### src/rtl/serial_dft_corr_mc.sv
// Multi-channel serial single-bin DFT correlator: accumulates x[n]*W[(n*k) mod N]
// per channel over one frame, with a phase-driven twiddle ROM address, saturation and flush.
module serial_dft_corr_mc #(
  parameter int W_WIDTH      = 16,
  parameter int X_WIDTH      = 16,
  parameter int S_WIDTH      = 32,
  parameter int FRAME_LENGTH = 4,
  parameter int CHANELS      = 2,
  parameter int SHIFT        = 0
) (
  input  logic                                     clk,
  input  logic                                     rstn,
  input  logic [$clog2(FRAME_LENGTH+1)-1:0]        frame_len,
  input  logic [$clog2(FRAME_LENGTH)-1:0]          bin,
  input  logic                                     clear,
  input  logic                                     valid_i,
  input  logic signed [CHANELS-1:0][X_WIDTH-1:0]   x,
  output logic [$clog2(FRAME_LENGTH)-1:0]          w_addr,
  input  logic signed [W_WIDTH-1:0]                w_re,
  input  logic signed [W_WIDTH-1:0]                w_im,
  output logic signed [CHANELS-1:0][S_WIDTH-1:0]   re,
  output logic signed [CHANELS-1:0][S_WIDTH-1:0]   im,
  output logic [CHANELS-1:0]                       ovf,
  output logic                                     valid_o,
  output logic                                     busy
);

  localparam int AW = $clog2(FRAME_LENGTH);
  localparam int LW = $clog2(FRAME_LENGTH + 1);
  localparam int PW = X_WIDTH + W_WIDTH;
  localparam int EW = ((PW > S_WIDTH) ? PW : S_WIDTH) + 1;
  localparam logic signed [EW-1:0] SMAX = {{(EW-S_WIDTH+1){1'b0}}, {(S_WIDTH-1){1'b1}}};
  localparam logic signed [EW-1:0] SMIN = {{(EW-S_WIDTH+1){1'b1}}, {(S_WIDTH-1){1'b0}}};

  logic [AW-1:0] cnt;
  logic [AW-1:0] phase;
  logic [AW-1:0] k_reg;
  logic [LW-1:0] n_reg;

  logic          accept;
  logic          start;
  logic          last;
  logic [LW-1:0] cur_n;
  logic [AW-1:0] cur_k;
  logic [LW-1:0] cnt_inc;
  logic [AW:0]   phase_sum;
  logic [AW:0]   n_ext;
  logic [AW-1:0] phase_next;

  logic                             s1_valid;
  logic                             s1_last;
  logic                             s1_first;
  logic [CHANELS-1:0][X_WIDTH-1:0]  s1_x;

  logic                             s2_last;
  logic signed [S_WIDTH-1:0]        acc_re [CHANELS];
  logic signed [S_WIDTH-1:0]        acc_im [CHANELS];
  logic signed [S_WIDTH-1:0]        nxt_re [CHANELS];
  logic signed [S_WIDTH-1:0]        nxt_im [CHANELS];
  logic [CHANELS-1:0]               hit;
  logic [CHANELS-1:0]               sticky;

  assign accept = valid_i & ~clear;
  assign start  = accept & (cnt == '0);
  assign cur_n  = start ? frame_len : n_reg;
  assign cur_k  = start ? bin : k_reg;

  // Last sample is either the N-th one or the hard wrap at FRAME_LENGTH, so illegal N cannot hang.
  assign cnt_inc = LW'(cnt) + LW'(1);
  assign last    = (cnt_inc == cur_n) | (cnt == AW'(FRAME_LENGTH - 1));

  assign phase_sum  = {1'b0, phase} + {1'b0, cur_k};
  assign n_ext      = (AW+1)'(cur_n);
  assign phase_next = AW'((phase_sum >= n_ext) ? (phase_sum - n_ext) : phase_sum);

  assign w_addr = phase;
  assign busy   = (cnt != '0) | s1_valid | s2_last;

  always_ff @(posedge clk) begin
    if (!rstn) begin
      cnt   <= '0;
      phase <= '0;
      n_reg <= '0;
      k_reg <= '0;
    end else if (clear) begin
      cnt   <= '0;
      phase <= '0;
    end else if (valid_i) begin
      if (start) begin
        n_reg <= frame_len;
        k_reg <= bin;
      end
      cnt   <= last ? '0 : cnt + 1'b1;
      phase <= last ? '0 : phase_next;
    end
  end

  // Stage 1 lines the sample up with the registered ROM word for its address.
  always_ff @(posedge clk) begin
    if (!rstn) begin
      s1_valid <= 1'b0;
      s1_last  <= 1'b0;
      s1_first <= 1'b0;
      s1_x     <= '0;
    end else begin
      s1_valid <= accept;
      s1_last  <= last;
      s1_first <= start;
      if (accept) s1_x <= x;
    end
  end

  for (genvar g = 0; g < CHANELS; g++) begin : g_ch
    logic signed [PW-1:0] xe, we_re, we_im, p_re, p_im;
    logic signed [EW-1:0] base_re, base_im, sum_re, sum_im;

    assign xe    = PW'($signed(s1_x[g]));
    assign we_re = PW'(w_re);
    assign we_im = PW'(w_im);
    assign p_re  = (xe * we_re) >>> SHIFT;
    assign p_im  = (xe * we_im) >>> SHIFT;

    assign base_re = s1_first ? {EW{1'b0}} : EW'(acc_re[g]);
    assign base_im = s1_first ? {EW{1'b0}} : EW'(acc_im[g]);
    assign sum_re  = base_re + EW'(p_re);
    assign sum_im  = base_im + EW'(p_im);

    assign nxt_re[g] = (sum_re > SMAX) ? SMAX[S_WIDTH-1:0] :
                       (sum_re < SMIN) ? SMIN[S_WIDTH-1:0] : sum_re[S_WIDTH-1:0];
    assign nxt_im[g] = (sum_im > SMAX) ? SMAX[S_WIDTH-1:0] :
                       (sum_im < SMIN) ? SMIN[S_WIDTH-1:0] : sum_im[S_WIDTH-1:0];
    assign hit[g]    = (sum_re > SMAX) | (sum_re < SMIN) | (sum_im > SMAX) | (sum_im < SMIN);
  end

  // The first sample of a frame loads rather than adds, so frames can run back to back.
  always_ff @(posedge clk) begin
    if (!rstn) begin
      s2_last <= 1'b0;
      sticky  <= '0;
      for (int i = 0; i < CHANELS; i++) begin
        acc_re[i] <= '0;
        acc_im[i] <= '0;
      end
    end else begin
      s2_last <= s1_valid & s1_last & ~clear;
      if (s1_valid && !clear) begin
        for (int i = 0; i < CHANELS; i++) begin
          acc_re[i] <= nxt_re[i];
          acc_im[i] <= nxt_im[i];
          sticky[i] <= (s1_first ? 1'b0 : sticky[i]) | hit[i];
        end
      end
    end
  end

  always_ff @(posedge clk) begin
    if (!rstn) begin
      re      <= '0;
      im      <= '0;
      ovf     <= '0;
      valid_o <= 1'b0;
    end else begin
      valid_o <= s2_last & ~clear;
      if (s2_last && !clear) begin
        for (int i = 0; i < CHANELS; i++) begin
          re[i] <= acc_re[i];
          im[i] <= acc_im[i];
        end
        ovf <= sticky;
      end
    end
  end

endmodule

### config.mk
export PLATFORM = sky130hd
export DESIGN_NAME = serial_dft_corr_mc
export DESIGN_NICKNAME = d
export VERILOG_FILES = /design/src/rtl/serial_dft_corr_mc.sv
export SDC_FILE = /design/constraint.sdc
export NUM_CORES = 2
export LEC_CHECK = 0
export BUFFER_PORTS_ARGS = -buffer_cell sky130_fd_sc_hd__buf_2
export CAP_MARGIN = 0
export CORE_UTILIZATION = 61
export CTS_BUF_LIST = sky130_fd_sc_hd__clkbuf_8 sky130_fd_sc_hd__clkbuf_16
export DETAILED_ROUTE_END_ITERATION = 10
export PLACE_DENSITY = 0.88
export SYNTH_ARGS = -nofsm -noshare
export SYNTH_HDL_FRONTEND = slang
export SYNTH_SLANG_ARGS = --single-unit
### constraint.sdc
create_clock -name clk -period 20.1 [get_ports clk]
set_input_delay 6.03 -clock clk [delete_from_list [all_inputs] [get_ports clk]]
set_output_delay 6.03 -clock clk [all_outputs]
set_load 0.005 [all_outputs]
Yosys cells after proc, flatten, opt, wreduce, memory -nomap -nowiden
Memories as Yosys holds them, arrays and structs flattened.
Cells that the tools add are included.
{"block": "op_classes", "add_sub_neg": 8, "mul": 4, "magnitude_cmp": 9, "n_eq_ne": 2, "n_mux": 27, "n_bitwise": 22, "n_reduce_logical": 7}
{"operator": "$mux W32", "n": 12}
{"operator": "$add A33 B32 Y33", "n": 4}
{"operator": "$gt A33 B32 Y1 const B", "n": 4}
{"operator": "$lt A33 B32 Y1 const B", "n": 4}
{"operator": "$mux W33", "n": 4}
{"operator": "$mul A16 B16 Y32", "n": 4}
{"operator": "$or A1 B1 Y1", "n": 15}
{"operator": "$mux W2", "n": 4}
{"operator": "$mux W1", "n": 6}
{"operator": "$and A1 B1 Y1", "n": 5}
{"operator": "$add A2 B1 Y3 const B", "n": 1}
{"operator": "$add A2 B2 Y3", "n": 1}
{"operator": "$eq A3 B3 Y1", "n": 1}
{"operator": "$ge A3 B3 Y1", "n": 1}
{"operator": "$mux W3", "n": 1}
{"operator": "$add A2 B1 Y2 const B", "n": 1}
{"operator": "$eq A2 B2 Y1 const B", "n": 1}
{"operator": "$logic_and A1 B1 Y1", "n": 2}
{"operator": "$logic_not A2 Y1", "n": 1}
{"operator": "$not A1 Y1", "n": 2}
{"operator": "$reduce_and A2 Y1", "n": 1}
{"operator": "$reduce_bool A2 Y1", "n": 1}
{"operator": "$reduce_or A2 Y1", "n": 1}
{"operator": "$sub A2 B2 Y2", "n": 1}
{"operator": "$logic_not A1 Y1", "n": 1}
{"block": "word_totals", "reg_bits": 178, "mem_bits_rw": 128, "in_bits": 73, "output_inout_bits": 134, "mem_count": 2}
{"memory": "acc_im", "depth": 2, "width": 32, "rd": 2, "rd_ports_with_merged_regs": 0, "write_ports": 2, "line": "57", "rtl": "logic signed [S_WIDTH-1:0] acc_im [CHANELS];"}
{"memory": "acc_re", "depth": 2, "width": 32, "rd": 2, "rd_ports_with_merged_regs": 0, "write_ports": 2, "line": "56", "rtl": "logic signed [S_WIDTH-1:0] acc_re [CHANELS];"}

Logic depth before layout (Yosys ltp)
{"block": "logic_depth", "depth_word": 8, "depth_mapped": 27}

Worst setup path before layout
No wires, ideal clock.
{"block": "synth_path", "path_kind": "in2reg", "from": "input w_im[1]", "to": "memory acc_im[0][11] (data pin)", "t_arrival_ps": 12244, "required_ps": 19830, "path_slack_ps": 7586, "path_stages": 26, "cell_sequence": "clkbuf_1 -> nand2_1 -> inv_1 -> fa_1 -> inv_1 -> fa_1 -> inv_1 -> fa_1 -> fa_1 -> fa_1 -> inv_1 -> fa_1 -> inv_1 -> ha_1 -> a21oi_1 -> nand2_1 -> a221oi_1 -> o21ai_0 -> o21a_1 -> a211o_1 -> xnor2_1 -> and2_1 -> buf_2 -> nand2_2 -> clkbuf_1 -> o21ai_0"}
{"item": "start: declaration", "line": "20", "rtl": "input logic signed [W_WIDTH-1:0] w_im,"}
{"item": "end: declaration", "line": "57"}

==> results.json <==
{
  "routedWlPerCell_um": 19.76,
  "initial_core_util_pct": 61.68,
  "grt_max_degree": 95,
  "cts.sinks": 306,
  "antenna_left": 0,
  "cts_inserted_buffers": 39,
  "cp_slowest_cell": "clkinv_1",
  "yosysSeqAreaShare_pct": 13.06,
  "finalSetupTns_ns": 0,
  "cp.required_ns": 20.42,
  "hold_path.class": "reg2reg",
  "path_cells": "buf_2, clkinv_1, nor2_1, fa_1, fa_1, fa_1, fa_1, fa_1, inv_1, fa_1, inv_1, ha_1, nand4_1, or2_0, o21a_1, o31a_1, o31ai_1, xor2_1, o21ai_4, o21ai_0",
  "drive_gt1_share_pct": 6.036,
  "r2r-end": "acc_re[0][25]",
  "grt_first_pass_wirelength_mm": 239.9,
  "endpoint_kind": "flop",
  "die_x_um": 306.9,
  "drtPass1Iterations": 6,
  "route.detailed.drc": 0,
  "dieArea_um2": 94190,
  "worstHoldEndpoint": "im[19]",
  "r2r_slack_ns": 12.07,
  "p_per_area_nw_per_um2": 97.51,
  "grt_pass1_vias": 46190,
  "cts-resized-gates": 0,
  "syn_inst": 6098,
  "antenna_found_initial": 17,
  "final_area_um2": 59850,
  "synth_top_area_share_pct": 42.25,
  "syn_area_um2": 56710,
  "clk_pin_slew_ns": 0.05,
  "cts.path.max_buffers": 3,
  "worstSetupPathType": "in2reg",
  "fmax_mhz": 74.50,
  "fin_worst_skew_ns": 0.03080,
  "min_path_cells": 2,
  "crit_arrival_ns": 13.74,
  "layout_min_cycle_time_ns": 13.42,
  "numPortBuffers": 206,
  "syn_avg_cell_area_um2": 9.300,
  "worst-path-max-fanout": 31,
  "ys.flop_type": "dfxtp_1",
  "maxSlewViolCount": 0,
  "core-area_um2": 91940,
  "hpwl_mm": 114.4,
  "layout.cells.non_filler": 7380,
  "p_total_mw": 5.836,
  "worstHoldStart": "im[19]",
  "tightest_slew_ns": 1.161,
  "r2r-start": "g_ch[0].xe[15]",
  "yosysTopAreaCell": "fa_1",
  "hold_viol": 0,
  "synthesis.nets": 7778,
  "fin_util_pct": 65.10,
  "vias": 41590,
  "async_reset_ff_share_pct": 0,
  "num_io_pins": 207,
  "cts_tree": "built",
  "peakVddDrop_mv": 0.1250,
  "clock_latency_ns": 0.64,
  "htreeDepth": 2,
  "crit_path_max_incr_delay_ns": 0.96,
  "synth_edf_count": 128,
  "wl_mm": 145.9,
  "drt_iter0_drc": 3209,
  "fillers": 7020,
  "yosys-top-cells-area": "fa_1, ha_1, inv_1",
  "grt_overflow": 0,
  "rows": 111,
  "die_h_um": 306.9,
  "final_net_count": 7779,
  "slew_headroom_pct": 22.12,
  "cap_violations": 0,
  "viasPerCell": 5.635,
  "cp_common_cell": "fa_1",
  "setup_viol": 0,
  "place_inst": 7301,
  "fin_crit_sh_pct": 66.78,
  "gp_congestion": 0.9367,
  "area_growth_pct": 5.540,
  "yosys_warnings": 0,
  "rsz0062_at_grt": "no",
  "synth_seq_cells": 306,
  "worstRegToRegCells": 24,
  "placed_cell_area_um2": 58560,
  "synth.distinct_cells": 74,
  "leakage_nw": 30.46,
  "worst_setup_path_start_kind": "primary input",
  "track_usage_pct": 32.66,
  "crit_family": "adder cells",
  "cts_setup_buffers": 0,
  "status": "complete, no violations",
  "cts-hold-fix-buffers": 0,
  "worst-path-buf-inv": 4,
  "cts-root-buf": "clkbuf_16"
}
cell usage in the layout, fill, tap and decap left out, types with 19 or more instances in the layout:
cell / count
fa_1: 1197
edfxtp_1: 128
nand2b_1: 30
buf_4: 47
o21a_1: 22
xnor2_1: 96
a21o_1: 38
o21ai_0: 136
xor2_1: 58
ha_1: 410
nand2_1: 869
clkbuf_16: 39
o21ai_1: 19
inv_1: 1369
a21oi_1: 100
buf_2: 205
nor2b_1: 134
a21boi_0: 168
nor2_1: 135
o21ai_2: 21
nand3_1: 23
and2_1: 495
dfxtp_1: 176
per-layer routing:
layer  GRT usage (%)  up-vias  wire, µm
met1           39.74    20770     53120
li1                -    18120         -
met5               0        -       148
met3           8.449      573     14920
met4           16.70       24      8476
met2           53.77     2105     69200
area by class of cell:
type	count	area, µm²	share of cell area (%)
multi-input combinational	4134	43090	71.99
sequential	306	7412	12.38
inverter	1366	5127	8.567
tap	1243	1555	2.598
timing repair buffer	252	1379	2.304
clock buffer	41	1003	1.677
clock inverter	31	267.8	0.4474
antenna	7	17.52	0.02927
stage by stage:
stage	setup WS, ns	hold slack, ns
after floorplan	7.586	0.4367
after global routing	6.181	0.4835
final	6.677	0.4576
after global placement	6.415	0.4413
after detailed placement	6.107	0.4474
after CTS	6.797	0.4606
cells in the mapped netlist (10+ instances only):
cell type / number
inv_1: 1364
fa_1: 1197
nand2_1: 869
and2_1: 496
ha_1: 410
clkbuf_1: 272
dfxtp_1: 178
a21boi_0: 168
o21ai_0: 137
nor2_1: 136
nor2b_1: 135
edfxtp_1: 128
a21oi_1: 100
xnor2_1: 96
xor2_1: 58
a21o_1: 38
nand2b_1: 33
nand3_1: 23
o21a_1: 22
o21ai_2: 21
o21ai_1: 19
nand4_1: 16
a211oi_1: 15
o21bai_1: 14
a31oi_1: 13
buf_2: 12
nor3_1: 12
o211ai_1: 11
and3_1: 10
o31ai_1: 10
cells by family (layout without fill, tap and decap cells):
group | after synthesis | in the layout | share of synthesized area (%)
simple gates | 1758 | 1758 | 14.95
buf+inv | 1658 | 1690 | 11.06
fa+ha+maj | 1607 | 1607 | 51.30
compound gates | 608 | 608 | 7.113
flops | 306 | 306 | 13.06
xor+xnor | 155 | 155 | 2.407
mux | 6 | 6 | 0.1103
other cells | 0 | 7 | 0
report_power, final:
| group | total (mW) | switching (mW) | leakage, nW | internal, mW |
|---|---|---|---|---|
| clock network | 0.726 | 0.321 | 0.628 | 0.405 |
| logic | 4.36 | 2.66 | 27.1 | 1.69 |
| registers | 0.751 | 0.0401 | 2.78 | 0.711 |
| total | 5.84 | 3.03 | 30.5 | 2.81 |
tightest hold or removal path, stage by stage (launching register included):
cell,delay [ns]
dfxtp_1,0.30
nand2_1,0.04
a21boi_0,0.06
worst max path at each step:
stage	startpoint	to	slack, ns	depth (start not counted)
CTS	w_im[15]	acc_im[0][62]	6.80	20
detailed placement	w_im[15]	acc_im[0][62]	6.11	20
global placement	w_im[15]	acc_im[0][62]	6.41	20
global route	w_im[15]	acc_im[0][26]	6.18	21
finish	w_im[15]	acc_im[0][62]	6.68	20
floorplan	w_im[1]	acc_im[0][11]	7.59	26
Note: power is estimated with default switching activity, not from simulation.
